==> config.mk <==
export PLATFORM = sky130hd
export DESIGN_NAME = mem_arbiter_flat
export DESIGN_NICKNAME = d
export VERILOG_FILES = /design/src/rtl/mem_arbiter_if.sv /design/src/rtl/mem_arbiter.sv /design/src/flat_wrapper.sv
export SDC_FILE = /design/constraint.sdc
export NUM_CORES = 1
export LEC_CHECK = 0
export ABC_CLOCK_PERIOD_IN_PS = 2000
export CELL_PAD_IN_SITES_DETAIL_PLACEMENT = 0
export CELL_PAD_IN_SITES_GLOBAL_PLACEMENT = 1
export CORE_MARGIN = 5
export CORE_UTILIZATION = 28
export DETAILED_ROUTE_END_ITERATION = 16
export PLACE_DENSITY_LB_ADDON = 0.1
export SYNTH_ARGS = -nofsm -noshare
export SYNTH_HDL_FRONTEND = slang
export SYNTH_SLANG_ARGS = --single-unit
==> constraint.sdc <==
create_clock -name clk -period 2 [get_ports clk]
set_input_delay 0.4 -clock clk [delete_from_list [all_inputs] [get_ports clk]]
set_output_delay 0.4 -clock clk [all_outputs]
set_load 0.005 [all_outputs]
==> src/rtl/mem_arbiter_if.sv <==
// Bundles the two requester ports and the RAM port of the memory arbiter.
// Latency: none; wires only.
// Backpressure: requesters hold their cmd until they see their ack pulse.
//
// Ports are grouped per side:
//   c_*   : CPU requester (cmd/addr/wdata in, ack/rdata out)
//   l_*   : loader/debug requester (same shape; l_lock when MEM_ARB_LOCK_EN)
//   ram_* : single-port synchronous RAM (addr/write/din out, dout in)
// The slave modport is the arbiter's view; master is the environment's view.
interface mem_arbiter_if #(
    parameter int AW = 8,
    parameter int DW = 16
);
    logic [1:0]    c_mem_cmd;
    logic [AW-1:0] c_addr;
    logic [DW-1:0] c_wdata;
    logic          c_ack;
    logic [DW-1:0] c_rdata;

    logic [1:0]    l_mem_cmd;
    logic [AW-1:0] l_addr;
    logic [DW-1:0] l_wdata;
    logic          l_ack;
    logic [DW-1:0] l_rdata;
`ifdef MEM_ARB_LOCK_EN
    logic          l_lock;
`endif

    logic [AW-1:0] ram_addr;
    logic          ram_write;
    logic [DW-1:0] ram_din;
    logic [DW-1:0] ram_dout;

    modport slave (
        input  c_mem_cmd, c_addr, c_wdata,
        output c_ack, c_rdata,
        input  l_mem_cmd, l_addr, l_wdata,
        output l_ack, l_rdata,
`ifdef MEM_ARB_LOCK_EN
        input  l_lock,
`endif
        output ram_addr, ram_write, ram_din,
        input  ram_dout
    );

    modport master (
        output c_mem_cmd, c_addr, c_wdata,
        input  c_ack, c_rdata,
        output l_mem_cmd, l_addr, l_wdata,
        input  l_ack, l_rdata,
`ifdef MEM_ARB_LOCK_EN
        output l_lock,
`endif
        input  ram_addr, ram_write, ram_din,
        output ram_dout
    );
endinterface

==> src/rtl/mem_arbiter.sv <==
// Round-robin arbiter sharing one single-port sync RAM between CPU (C) and loader (L).
// Latency: write ack 2 cycles, read ack 3 cycles after the idle cycle that samples the request.
// Backpressure: a requester holds cmd until its one-cycle ack; inputs are sampled only in idle.
//
// Ports:
//   clk, reset : clock, synchronous active-high reset
//   bus        : mem_arbiter_if.slave (C port, L port, RAM port)
// Optional build macro MEM_ARB_LOCK_EN: adds bus.l_lock; while high, C is never
// granted and the round-robin pointer is frozen.
module mem_arbiter #(
    parameter int AW = 8,
    parameter int DW = 16
) (
    input  logic           clk,
    input  logic           reset,
    mem_arbiter_if.slave   bus
);
    localparam logic [1:0] MREAD  = 2'b01;
    localparam logic [1:0] MWRITE = 2'b10;

    localparam logic [1:0] S_IDLE   = 2'd0;
    localparam logic [1:0] S_ACCESS = 2'd1;
    localparam logic [1:0] S_READ   = 2'd2;
    localparam logic [1:0] S_ACK    = 2'd3;

    logic [1:0]    state;
    logic          ptr_l;      // 0: C has priority, 1: L has priority
    logic          win_l;      // latched winner: 0 = C, 1 = L
    logic [1:0]    cmd_q;
    logic [AW-1:0] addr_q;
    logic [DW-1:0] din_q;
    logic [DW-1:0] c_rdata_q;
    logic [DW-1:0] l_rdata_q;

    logic c_req;
    logic l_req;
    logic c_elig;
    logic locked;
    logic grant_c;
    logic grant_l;

    // cmd 11 is not a request
    assign c_req = (bus.c_mem_cmd == MREAD) || (bus.c_mem_cmd == MWRITE);
    assign l_req = (bus.l_mem_cmd == MREAD) || (bus.l_mem_cmd == MWRITE);

`ifdef MEM_ARB_LOCK_EN
    assign locked = bus.l_lock;
`else
    assign locked = 1'b0;
`endif

    assign c_elig  = c_req && !locked;
    assign grant_l = l_req && (!c_elig || ptr_l);
    assign grant_c = c_elig && (!l_req || !ptr_l);

    always_ff @(posedge clk) begin
        if (reset) begin
            state     <= S_IDLE;
            ptr_l     <= 1'b0;
            win_l     <= 1'b0;
            cmd_q     <= 2'b00;
            addr_q    <= '0;
            din_q     <= '0;
            c_rdata_q <= '0;
            l_rdata_q <= '0;
        end else begin
            case (state)
                S_IDLE: begin
                    if (grant_c || grant_l) begin
                        win_l  <= grant_l;
                        cmd_q  <= grant_l ? bus.l_mem_cmd : bus.c_mem_cmd;
                        addr_q <= grant_l ? bus.l_addr    : bus.c_addr;
                        din_q  <= grant_l ? bus.l_wdata   : bus.c_wdata;
                        // Pointer goes to the loser; frozen while locked so
                        // round-robin resumes where it left off.
                        if (!locked) begin
                            ptr_l <= grant_c;
                        end
                        state <= S_ACCESS;
                    end
                end
                S_ACCESS: begin
                    state <= (cmd_q == MREAD) ? S_READ : S_ACK;
                end
                S_READ: begin
                    if (win_l) begin
                        l_rdata_q <= bus.ram_dout;
                    end else begin
                        c_rdata_q <= bus.ram_dout;
                    end
                    state <= S_ACK;
                end
                S_ACK: begin
                    state <= S_IDLE;
                end
                default: begin
                    state <= S_IDLE;
                end
            endcase
        end
    end

    // Gated by reset so an aborted access neither writes nor acknowledges.
    assign bus.ram_write = (state == S_ACCESS) && (cmd_q == MWRITE) && !reset;
    assign bus.c_ack     = (state == S_ACK) && !win_l && !reset;
    assign bus.l_ack     = (state == S_ACK) &&  win_l && !reset;

    assign bus.ram_addr  = addr_q;
    assign bus.ram_din   = din_q;
    assign bus.c_rdata   = c_rdata_q;
    assign bus.l_rdata   = l_rdata_q;
endmodule

==> src/flat_wrapper.sv <==
// flat-port wrapper written by rule: the top's interface ports become plain ports
module mem_arbiter_flat 
#(
    parameter int AW = 8,
    parameter int DW = 16
)
  (clk, reset, bus_c_mem_cmd, bus_c_addr, bus_c_wdata, bus_c_ack, bus_c_rdata, bus_l_mem_cmd, bus_l_addr, bus_l_wdata, bus_l_ack, bus_l_rdata, bus_ram_addr, bus_ram_write, bus_ram_din, bus_ram_dout);
  mem_arbiter_if #(.AW(AW), .DW(DW)) bus_i ();
  input  logic clk;
  input  logic reset;
  input wire logic [$bits(bus_i.c_mem_cmd)-1:0] bus_c_mem_cmd;
  input wire logic [$bits(bus_i.c_addr)-1:0] bus_c_addr;
  input wire logic [$bits(bus_i.c_wdata)-1:0] bus_c_wdata;
  output wire logic [$bits(bus_i.c_ack)-1:0] bus_c_ack;
  output wire logic [$bits(bus_i.c_rdata)-1:0] bus_c_rdata;
  input wire logic [$bits(bus_i.l_mem_cmd)-1:0] bus_l_mem_cmd;
  input wire logic [$bits(bus_i.l_addr)-1:0] bus_l_addr;
  input wire logic [$bits(bus_i.l_wdata)-1:0] bus_l_wdata;
  output wire logic [$bits(bus_i.l_ack)-1:0] bus_l_ack;
  output wire logic [$bits(bus_i.l_rdata)-1:0] bus_l_rdata;
  output wire logic [$bits(bus_i.ram_addr)-1:0] bus_ram_addr;
  output wire logic [$bits(bus_i.ram_write)-1:0] bus_ram_write;
  output wire logic [$bits(bus_i.ram_din)-1:0] bus_ram_din;
  input wire logic [$bits(bus_i.ram_dout)-1:0] bus_ram_dout;
  assign bus_i.c_mem_cmd = bus_c_mem_cmd;
  assign bus_i.c_addr = bus_c_addr;
  assign bus_i.c_wdata = bus_c_wdata;
  assign bus_c_ack = bus_i.c_ack;
  assign bus_c_rdata = bus_i.c_rdata;
  assign bus_i.l_mem_cmd = bus_l_mem_cmd;
  assign bus_i.l_addr = bus_l_addr;
  assign bus_i.l_wdata = bus_l_wdata;
  assign bus_l_ack = bus_i.l_ack;
  assign bus_l_rdata = bus_i.l_rdata;
  assign bus_ram_addr = bus_i.ram_addr;
  assign bus_ram_write = bus_i.ram_write;
  assign bus_ram_din = bus_i.ram_din;
  assign bus_i.ram_dout = bus_ram_dout;
  mem_arbiter #(.AW(AW), .DW(DW)) u_core (.clk(clk), .reset(reset), .bus(bus_i));
endmodule
==> results of run 1 <==
## registers in the layout (all words and copies together), names as in the netlist
signal and count:
u_core.bus.ram_din 16, u_core.cmd_q 2, u_core.bus.ram_addr 8, u_core.win_l 1
u_core.ptr_l 1, u_core.bus.c_rdata 16, u_core.bus.l_rdata 16, u_core.state 2
## cell usage after synthesis (2+ instances only)
| master | number |
|---|---|
| inv_1 | 3 |
| dfxtp_1 | 62 |
| clkbuf_1 | 15 |
| nand2b_1 | 2 |
| ha_1 | 4 |
| a31oi_1 | 2 |
| a211oi_2 | 20 |
| nor2_1 | 29 |
| o21ai_0 | 2 |
| buf_4 | 5 |
| buf_2 | 3 |
| o21ai_2 | 2 |
| nand2_1 | 91 |
| a21oi_1 | 57 |
| a211oi_1 | 4 |
| nor2b_1 | 2 |
## area by class of cell
cell class / count / area [µm²] / area share [%]
Multi-Input combinational cell: 234 / 1320 / 29.8
Clock buffer: 12 / 145 / 3.28
Timing Repair Buffer: 149 / 1480 / 33.4
Clock inverter: 4 / 70.1 / 1.58
Sequential cell: 62 / 1240 / 28.0
Inverter: 3 / 11.3 / 0.254
Tap cell: 129 / 161 / 3.64
## how the worst max path moves through the flow
stage	slack, ps	start	depth (start not counted)	end
finish	170	u_core.state[0]$_SDFFE_PP0P_	4	bus_l_ack
detailed placement	-20	bus_c_mem_cmd[0]	7	u_core.bus.ram_din[11]$_SDFFE_PP0P_
global placement	40	bus_l_mem_cmd[0]	6	u_core.bus.ram_addr[4]$_SDFFE_PP0P_
global route	70	u_core.state[1]$_SDFFE_PP0P_	4	bus_ram_write
floorplan	470	u_core.state[0]$_SDFFE_PP0P_	7	u_core.bus.ram_addr[0]$_SDFFE_PP0P_
CTS	150	u_core.state[0]$_SDFFE_PP0P_	4	bus_c_ack
## layer usage
layer | vias to the layer above | wire length, µm | track usage (%) | share of wire [%]
li1 | 1353 | - | - | -
met1 | 1229 | 3990 | 19.1 | 47
met2 | 82 | 3900 | 23.8 | 46
met3 | 8 | 544 | 5.34 | 6.4
met4 | 0 | 68 | 3.61 | 0.80
met5 | - | 0 | 0 | 0
## power breakdown
| part | internal, mW | total, mW | switching (mW) | leakage (nW) |
|---|---|---|---|---|
| combinational | 1.19 | 2.18 | 0.991 | 1.03 |
| clock | 0.734 | 1.22 | 0.491 | 0.110 |
| sequential | 1.57 | 1.75 | 0.186 | 0.508 |
## cells by family after synthesis
| kind of cell | after synthesis | synth area share, % |
|---|---|---|
| mux | 1 | 0.374 |
| xor+xnor | 4 | 1.87 |
| buf+inv | 26 | 4.49 |
| fa+ha+maj | 4 | 1.87 |
| compound gates | 94 | 25.4 |
| flops | 62 | 46.4 |
| simple gates | 131 | 19.6 |
## critical path: stages, from the launching register on
cell	delay [ps]
dfxtp_1	320
buf_4	140
ha_1	200
and3b_1	160
dlygate4sd2_1	290
## placed cells by master (no fill, tap or decap), types with 2 or more instances in the layout
master	synthesis	routed
nor2_1	29	29
clkbuf_8	0	10
dfxtp_1	62	62
a211oi_2	20	20
nand2_1	91	91
bufinv_16	0	2
clkbuf_1	15	2
o21ai_0	2	2
nor2b_1	2	2
buf_12	0	4
a21oi_1	57	57
dlygate4sd2_1	0	3
a211oi_1	4	4
a31oi_1	2	2
ha_1	4	4
buf_4	5	17
clkinv_2	0	2
clkdlybuf4s50_1	0	124
inv_1	3	3
nand2b_1	2	2
o21ai_2	2	2
## metrics by stage
stage | power [mW] | instance area [µm²] | instances
2_1_floorplan | 2.84 | 2680 | 322
3_3_place_gp | 3.97 | 4210 | 577
3_5_place_dp | 4.00 | 4210 | 577
4_1_cts | 5.25 | 4430 | 593
5_1_grt | 5.53 | 4430 | 593
6_report | 5.16 | 4430 | 593
## repair_timing
item,CTS,global route
gates resized for setup,4,0
hold endpoints to repair,0,0
setup endpoints to repair,3,0
==> metrics.md, run 1 <==
| Metric | Value |
|---|---|
| Launching point of the worst reg2reg path | `u_core.state[0]$_SDFFE_PP0P_` |
| Period utilisation layout | `just over 90%` |
| I/O pins | `129` |
| Layout cells sized above 1 | `13.8%` |
| CTS Buf Count | `9` |
| Pins over their slew limit | `0` |
| Max clock buf depth | `2` |
| Area share of the largest cell type after synthesis | `between 40% and 50%` |
| Setup Total Neg Slack | `0 ps` |
| Via count | `2672` |
| Wire per inst | `14.3 µm` |
| Global-route wire length before repair | `about 14000 µm` |
| Initial antenna violation count | `0` |
| RD Place Congestion | `0.753` |
| WS Path Type | `register to output port` |
| CP startpoint kind | `register` |
| Setup bufs post-CTS | `0` |
| Syn_nets | `396` |
| Worst min path class | `register to register` |
| Worst VDD drop | `roughly 550 µV` |
| Die W | `108 µm` |
| Pwr dens | `1170 mW/mm²` |
| WHS Endpoint | `u_core.bus.c_rdata[11]$_SDFFE_PP0P_` |
| Fill cell count | `a little over 900` |
| CP required | `between 1500 and 2000 ps` |
| Post-detail-place hpwl | `roughly 6100 µm` |
| Gate Count Post-Synth | `322` |
| # DRC | `0` |
| Drt via density | `4.51` |
| Hold WS | `454 ps` |
| Worst skew pair latency | `330 ps` |
| Die Span Y | `108 µm` |
| Hold Vio Cnt, Final | `0` |
| Initial Util | `28.8%` |
| Register area share after synthesis | `46.4%` |
| PortBufs | `128` |
| Die footprint | `0.0116 mm²` |
| Min-delay src | `u_core.bus.c_rdata[11]$_SDFFE_PP0P_` |
| Post-Route WL | `8510 µm` |
| Setup-failing EPs final | `0` |
| Hold buffers post-CTS | `0` |
| FFs w/ async S/R, synth | `0%` |
| Pin count of the biggest net entering global routing | `~40` |
| Layout Skew | `8.08 ps` |
| CP arrival | `1430 ps` |
| Min Tclk post-route | `1830 ps` |
| Worst reg2reg path endpoint | `u_core.bus.ram_din[11]$_SDFFE_PP0P_` |
| Area delta synth->final | `65.6%` |
| CTS sink cnt | `62` |
| GRT Residual Overflow | `0` |
| Number of synthesized flops with an enable pin | `0` |
| CP endpoint kind | `output port` |
| Final setup margin | `roughly 170 ps` |
| RSZ-0062 raised after global routing | `false` |
| Cell area after synthesis | `between 0.002 and 0.003 mm²` |
| Top cells by area, synth | `dfxtp_1, nand2_1, a21oi_1` |
| Reg2Reg Depth | `7` |
| Core area | `about 0.0093 mm²` |
| Hold Path Stages | `2` |
| ANT nets after route | `0` |
| DRT iter0 DRCs | `63` |
| Drt pass-1 iters | `4` |
| Root buf cell | `clkbuf_8` |
| Post-place setup slack | `-20.8 ps` |
| Synth unique cells | `35` |
| Final layout net count | `approximately 530` |
| P_leak | `1.65 nW` |
| Diodes inserted | `0` |
| CTS H-tree depth | `3` |
| R2R setup slack | `330 ps` |
| Most used DFF post-synth | `dfxtp_1` |
| Seq cells post-synth | `62` |
| Status | `complete, no violations` |
| Worst-path clk slew | `70 ps` |
| Core Util, Final | `between 40% and 50%` |
| Relative slew slack | `a little under three fifths` |
| Mean post-synth cell area | `8.31 µm²` |
| Slew @ Worst Pin | `roughly 670 ps` |
| Cell taking the most area after synthesis | `dfxtp_1` |
| MaxCap Viol Count | `0` |
| Gr usage total | `14.9%` |
| Crit path max fanout | `4` |
| Yosys Warn Count | `0` |
| Core Rows | `35` |
| Vias in the first global route | `2609` |
| CTS tree | `yes` |
| Fmax achieved | `548 MHz` |
No activity file was read; power rests on OpenSTA's default activity.
==> inputs of run 2 (changes only) <==
ABC_CLOCK_PERIOD_IN_PS = not set   (was 2000)
PLACE_DENSITY = 0.91   (was not set)
PLACE_DENSITY_LB_ADDON = not set   (was 0.1)
==> run 2 against run 1 <==
Global-route usage decreased by 0.66 points; design area decreased by 1.3%; via count decreased by 1.0%; sequential share of layout area increased by 0.42 points; critical path depth unchanged; non-clock buffer count decreased by 9; maximum frequency decreased by 1.0%; utilization decreased by 0.61 points; register-to-register slack improved by 80 ps; critical endpoint is now bus_ram_write.
==> metrics.md, run 2 (synthesized netlist as in run 1, its figures left out) <==
| Metric | Value |
|---|---|
| Via count | `2645 (-1.0%)` |
| Final layout net count | `524 (-1.7%)` |
| Cell Area, Placed | `0.00413 mm² (-1.9%)` |
| DRT iter0 DRCs | `92 (+46%)` |
| WHS Endpoint | `u_core.bus.c_rdata[1]$_SDFFE_PP0P_` |
| Wire per inst | `14.1 µm (-1.8%)` |
| Layout cells sized above 1 | `12.6% (-1.2 points)` |
| Area delta synth->final | `63.5%` |
| Worst reg2reg path endpoint | `u_core.bus.ram_din[10]$_SDFFE_PP0P_` |
| Core Rows | `35 (unchanged)` |
| Commonest non-fill, non-tap cell in the layout | `clkdlybuf4s50_1` |
| P_leak | `1.63 nW (-1.4%)` |
| CTS H-tree depth | `3 (unchanged)` |
| CTS Buf Count | `9 (unchanged)` |
| Root buf cell | `clkbuf_8` |
| Die footprint | `0.0116 mm² (unchanged)` |
| Worst setup path start | `u_core.state[1]$_SDFFE_PP0P_` |
| Vias in the first global route | `2646 (+1.4%)` |
| Global-route wire length before repair | `13100 µm (-3.3%)` |
| Reg2Reg Depth | `6 (-1)` |
| Pins over their slew limit | `0 (unchanged)` |
| Fmax achieved | `542 MHz (-1.0%)` |
| Pwr dens | `1180 mW/mm² (+1.4%)` |
| GRT Residual Overflow | `0 (unchanged)` |
| Launching point of the worst reg2reg path | `u_core.state[1]$_SDFFE_PP0P_` |
| MaxCap Viol Count | `0 (unchanged)` |
| Layout Skew | `5.74 ps (-2.34 ps)` |
| Crit path max fanout | `4 (unchanged)` |
| CTS tree | `yes` |
| Die Span Y | `108 µm (unchanged)` |
| Worst VDD drop | `484 µV (-11%)` |
| Core area | `0.00928 mm² (unchanged)` |
| Gr usage total | `14.2% (-0.66 points)` |
| Hold Path Stages | `2 (unchanged)` |
| CP required | `1600 ps (about the same)` |
| WS Path Type | `register to output port` |
| RD Place Congestion | `0.716 (-5.0%)` |
| Max clock buf depth | `2 (unchanged)` |
| Final Cell Area | `0.00437 mm² (-1.3%)` |
| ANT nets after route | `0 (unchanged)` |
| Drt pass-1 iters | `4 (unchanged)` |
| CTS sink cnt | `62 (unchanged)` |
| Initial antenna violation count | `0 (unchanged)` |
| RSZ-0062 raised after global routing | `false` |
| Core Util, Final | `47.1% (-0.61 points)` |
| Die W | `108 µm (unchanged)` |
| Hold buffers post-CTS | `0 (unchanged)` |
| Worst skew pair latency | `330 ps (about the same)` |
| Period utilisation layout | `92.2% (+0.96 points)` |
| Status | `complete, no violations` |
| Relative slew slack | `56.9% (+1.9 points)` |
| Hold WS | `453 ps (-0.885 ps)` |
| R2R setup slack | `410 ps (+80 ps)` |
| Post-detail-place hpwl | `5930 µm (-2.3%)` |
| Setup-failing EPs final | `0 (unchanged)` |
| PortBufs | `128 (unchanged)` |
| Min Tclk post-route | `1840 ps (+19.3 ps)` |
| I/O pins | `129 (unchanged)` |
| Commonest cells after routing, fill and taps aside | `clkdlybuf4s50_1, nand2_1, dfxtp_1` |
| Worst-path clk slew | `70 ps (about the same)` |
| Drt via density | `4.54 (+0.69%)` |
| Post-Route WL | `8210 µm (-3.4%)` |
| Initial Util | `28.8% (unchanged)` |
| Setup bufs post-CTS | `0 (unchanged)` |
| # DRC | `0 (unchanged)` |
| Slew @ Worst Pin | `644 ps (-31.1 ps)` |
| CP arrival | `1440 ps (about the same)` |
| CP endpoint kind | `output port` |
| Pin count of the biggest net entering global routing | `35 (-15%)` |
| Min-delay src | `u_core.bus.c_rdata[1]$_SDFFE_PP0P_` |
| Diodes inserted | `0 (unchanged)` |
| Worst min path class | `register to register` |
| Hold Vio Cnt, Final | `0 (unchanged)` |
| CP startpoint kind | `register` |
## run 2: where the power goes
part	total (mW)	switching, mW	internal, mW
registers	1.77	0.198	1.57
clock network	1.33	0.473	0.854
logic	2.07	0.961	1.11
## run 2: worst max-delay path by stage
stage | end | slack, ps | cells past startpoint
floorplan | u_core.bus.ram_addr[0]$_SDFFE_PP0P_ | 470 | 7
global placement | u_core.bus.ram_addr[2]$_SDFFE_PP0P_ | -30 | 5
detailed placement | u_core.bus.ram_din[12]$_SDFFE_PP0P_ | -90 | 5
CTS | bus_l_ack | 10 | 3
global route | bus_ram_write | 80 | 4
finish | bus_ram_write | 160 | 4
## run 2: cell type report
type | count | area, µm²
Fill cell | 898 | 4910
Timing Repair Buffer | 140 | 1400
Multi-Input combinational cell | 234 | 1320
Sequential cell | 62 | 1240
Tap cell | 129 | 161
Clock buffer | 11 | 141
Clock inverter | 4 | 95.1
Inverter | 3 | 11.3
## run 2: timing repair
action,in CTS,in global routing
hold endpoints to repair,0,0
setup endpoints to repair,3,17
resized for setup,3,3
## run 2: metal layers
layer | wire, µm | up-vias | global-route usage [%]
li1 | - | 1333 | -
met1 | 3600 | 1223 | 17.2
met2 | 3830 | 81 | 23.2
met3 | 682 | 8 | 5.34
met4 | 107 | 0 | 4.87
met5 | 0 | - | 0
## run 2: critical path: stages (launching register included)
cell,delay (ps)
dfxtp_2,340
inv_1,90
ha_1,160
nor4b_1,220
dlygate4sd2_1,310
## run 2: stage by stage
| step | instances | power [mW] | TNS, ps | worst slack (ps) |
|---|---|---|---|---|
| after floorplan | 322 | 2.84 | 0 | 472 |
| after global placement | 568 | 3.83 | -339 | -26.1 |
| after detailed placement | 568 | 3.89 | -1600 | -88.5 |
| after CTS | 583 | 5.23 | 0 | 10.0 |
| after global routing | 583 | 5.51 | 0 | 76.0 |
| final | 583 | 5.17 | 0 | 155 |
==> inputs of run 3 (changes only) <==
CORE_UTILIZATION = 26   (was 28)
PLACE_DENSITY = 0.89   (was 0.91)
clock period = 1.5 ns   (was 2 ns; I/O delays follow)
==> run 3 against run 2 <==
The flow now finishes with violations (negative setup slack); critical path depth increased by 4; sequential share of layout area fell by 2.5 points; final cell count grew 5.5%; via count is 6.6% higher; routed wire length increased by 19%; combinational power rose by 78%.
==> metrics.md, run 3 (synthesized netlist as in run 1, its figures left out) <==
| Metric | Value |
|---|---|
| Status | `complete, but fails checks` |
| Failing checks | `negative setup slack` |
| Final setup margin | `-51.4 ps (-207 ps)` |
| Relative slew slack | `71.1% (+14 points)` |
| Worst VDD drop | `617 µV (+27%)` |
| Area delta synth->final | `81.6%` |
| Fin cells | `615 (+5.5%)` |
| CTS Buf Count | `9 (unchanged)` |
| Commonest cells after routing, fill and taps aside | `nand2_1, clkdlybuf4s50_1, dfxtp_1` |
| Power Total | `7.48 mW (+45%)` |
| Period utilisation layout | `103%` |
| CP required | `1750 ps (+150 ps)` |
| WS Path Type | `register to register` |
| CP arrival | `1800 ps (+360 ps)` |
| Via count | `2819 (+6.6%)` |
| Max clock buf depth | `2 (unchanged)` |
| CTS sink cnt | `62 (unchanged)` |
| P_leak | `2.34 nW (+44%)` |
| Buf/Inv on CP | `4 (+2)` |
| Die Span Y | `111 µm (+3.4%)` |
| Cell Area, Placed | `0.00426 mm² (+3.0%)` |
| Final Cell Area | `0.00486 mm² (+11%)` |
| RD Place Congestion | `0.754 (+5.4%)` |
| PortBufs | `128 (unchanged)` |
| Drt pass-1 iters | `4 (unchanged)` |
| Initial antenna violation count | `0 (unchanged)` |
| Wire per inst | `15.8 µm (+12%)` |
| Post-place setup slack | `-507 ps (-418 ps)` |
| Initial Util | `26.3% (-2.5 points)` |
| Worst min path class | `register to register` |
| I/O pins | `129 (unchanged)` |
| Layout Skew | `12.4 ps (+6.64 ps)` |
| Worst setup path start | `u_core.state[1]$_SDFFE_PP0P_` |
| Slew @ Worst Pin | `432 ps (-211 ps)` |
| Critical path depth | `8 (+4)` |
| Launching point of the worst reg2reg path | `u_core.state[1]$_SDFFE_PP0P_` |
| Commonest non-fill, non-tap cell in the layout | `nand2_1` |
| GRT Residual Overflow | `0 (unchanged)` |
| Worst skew pair latency | `330 ps (about the same)` |
| Die footprint | `0.0124 mm² (+7.0%)` |
| Reg2Reg Depth | `8 (+2)` |
| Gr usage total | `14.0% (-0.21 points)` |
| ANT nets after route | `0 (unchanged)` |
| Worst-path clk slew | `70 ps (about the same)` |
| Layout cells sized above 1 | `25.1% (+12 points)` |
| Crit path max fanout | `6 (+2)` |
| # DRC | `0 (unchanged)` |
| Min Tclk post-route | `roughly 1600 ps` |
| CTS tree | `yes` |
| Die W | `111 µm (+3.4%)` |
| CP max-delay cell | `dfxtp_2` |
| Post-Route WL | `9740 µm (+19%)` |
| Vias in the first global route | `2908 (+9.9%)` |
| Global-route wire length before repair | `14200 µm (+8.9%)` |
| Core area | `0.0102 mm² (+9.7%)` |
| Pin count of the biggest net entering global routing | `27 (-23%)` |
| Post-detail-place hpwl | `6130 µm (+3.4%)` |
| Placed insts | `587 (+3.3%)` |
| Pwr dens | `1540 mW/mm² (+30%)` |
| Core Util, Final | `47.7% (+0.59 points)` |
| Slowest Stage Delay on Critical Path | `360 ps (+20 ps)` |
| Crit path cell chain | `inv_2, buf_4, ha_4, buf_6, o21ai_4, clkbuf_16, a21oi_1, a211oi_2` |
| Critical path's top delay family | `buffers and inverters` |
| R2R setup slack | `-50 ps (-460 ps)` |
| Fmax achieved | `645 MHz` |
| CP endpoint kind | `register` |
| Worst reg2reg path endpoint | `u_core.bus.ram_addr[6]$_SDFFE_PP0P_` |
| Hold buffers post-CTS | `0 (unchanged)` |
| Final layout net count | `549 (+4.8%)` |
| Hold WS | `452 ps (-1.13 ps)` |
| Capture point of the critical path | `u_core.bus.ram_addr[6]$_SDFFE_PP0P_` |
| Root buf cell | `clkbuf_8` |
| Core Rows | `37 (+5.7%)` |
| MaxCap Viol Count | `0 (unchanged)` |
| Drt via density | `4.58 (+1.0%)` |
| Setup Total Neg Slack | `-269 ps (-269 ps)` |
| Diodes inserted | `0 (unchanged)` |
| RSZ-0062 raised after global routing | `true` |
| Pins over their slew limit | `0 (unchanged)` |
| CTS H-tree depth | `3 (unchanged)` |
| DRT iter0 DRCs | `151 (+64%)` |
| Setup-failing EPs final | `15 (+15)` |
| Hold Vio Cnt, Final | `0 (unchanged)` |
| CP startpoint kind | `register` |
==> run 3: cell types whose count changed in the layout (fill, tap and decap cells not counted), moves of 11 or more <==
cell,previous run,this run
dlymetal6s2s_1,1,26
a21oi_1,57,46
clkdlybuf4s50_1,124,69
dfxtp_1,60,47
dlygate4sd2_1,2,29
a21oi_2,0,11
dfxtp_2,2,15
==> run 3: area by class of cell <==
| cell class | instances | area (µm²) |
|---|---|---|
| clock buffers | 11 | 141 |
| clock inverters | 4 | 47.5 |
| fillers | 959 | 5330 |
| inverters | 3 | 13.8 |
| multi-input cells | 236 | 1490 |
| flip-flops and latches | 62 | 1260 |
| well taps | 136 | 170 |
| repair buffers | 163 | 1740 |
==> run 3: metal layers <==
metal,track usage (%),share of wire (%)
met1,16.9,45
met2,23.4,48
met3,5.00,5.8
met4,4.46,1.5
met5,0,0
==> run 3: timing repair <==
| item | 4_1_cts | 5_1_grt |
|---|---|---|
| setup endpoints to repair | 74 | 76 |
| setup buffers | 0 | 3 |
| pin swaps | 2 | 26 |
| gates cloned | 2 | 8 |
| gates resized for setup | 58 | 63 |
==> run 3: worst min-delay path, cell delays in order, from the launching register on <==
cell     delay (ps)
dfxtp_1         310
nand2_1          50
a21oi_1          50
==> run 3: worst min-delay path by stage <==
stage                     slack (ps)                                  end                                start  depth (start not counted)
after global routing             470   u_core.bus.c_rdata[0]$_SDFFE_PP0P_   u_core.bus.c_rdata[0]$_SDFFE_PP0P_                          2
after CTS                        450  u_core.bus.c_rdata[14]$_SDFFE_PP0P_  u_core.bus.c_rdata[14]$_SDFFE_PP0P_                          2
final                            450  u_core.bus.c_rdata[14]$_SDFFE_PP0P_  u_core.bus.c_rdata[14]$_SDFFE_PP0P_                          2
after detailed placement         450  u_core.bus.c_rdata[14]$_SDFFE_PP0P_  u_core.bus.c_rdata[14]$_SDFFE_PP0P_                          2
after floorplan                  440   u_core.bus.c_rdata[0]$_SDFFE_PP0P_                      bus_ram_dout[0]                          2
after global placement           440  u_core.bus.c_rdata[12]$_SDFFE_PP0P_  u_core.bus.c_rdata[12]$_SDFFE_PP0P_                          2
==> run 3: power by group <==
group	switching, mW	internal (mW)
clock network	0.634	0.799
logic	1.66	2.02
registers	0.262	2.11
total	2.56	4.93
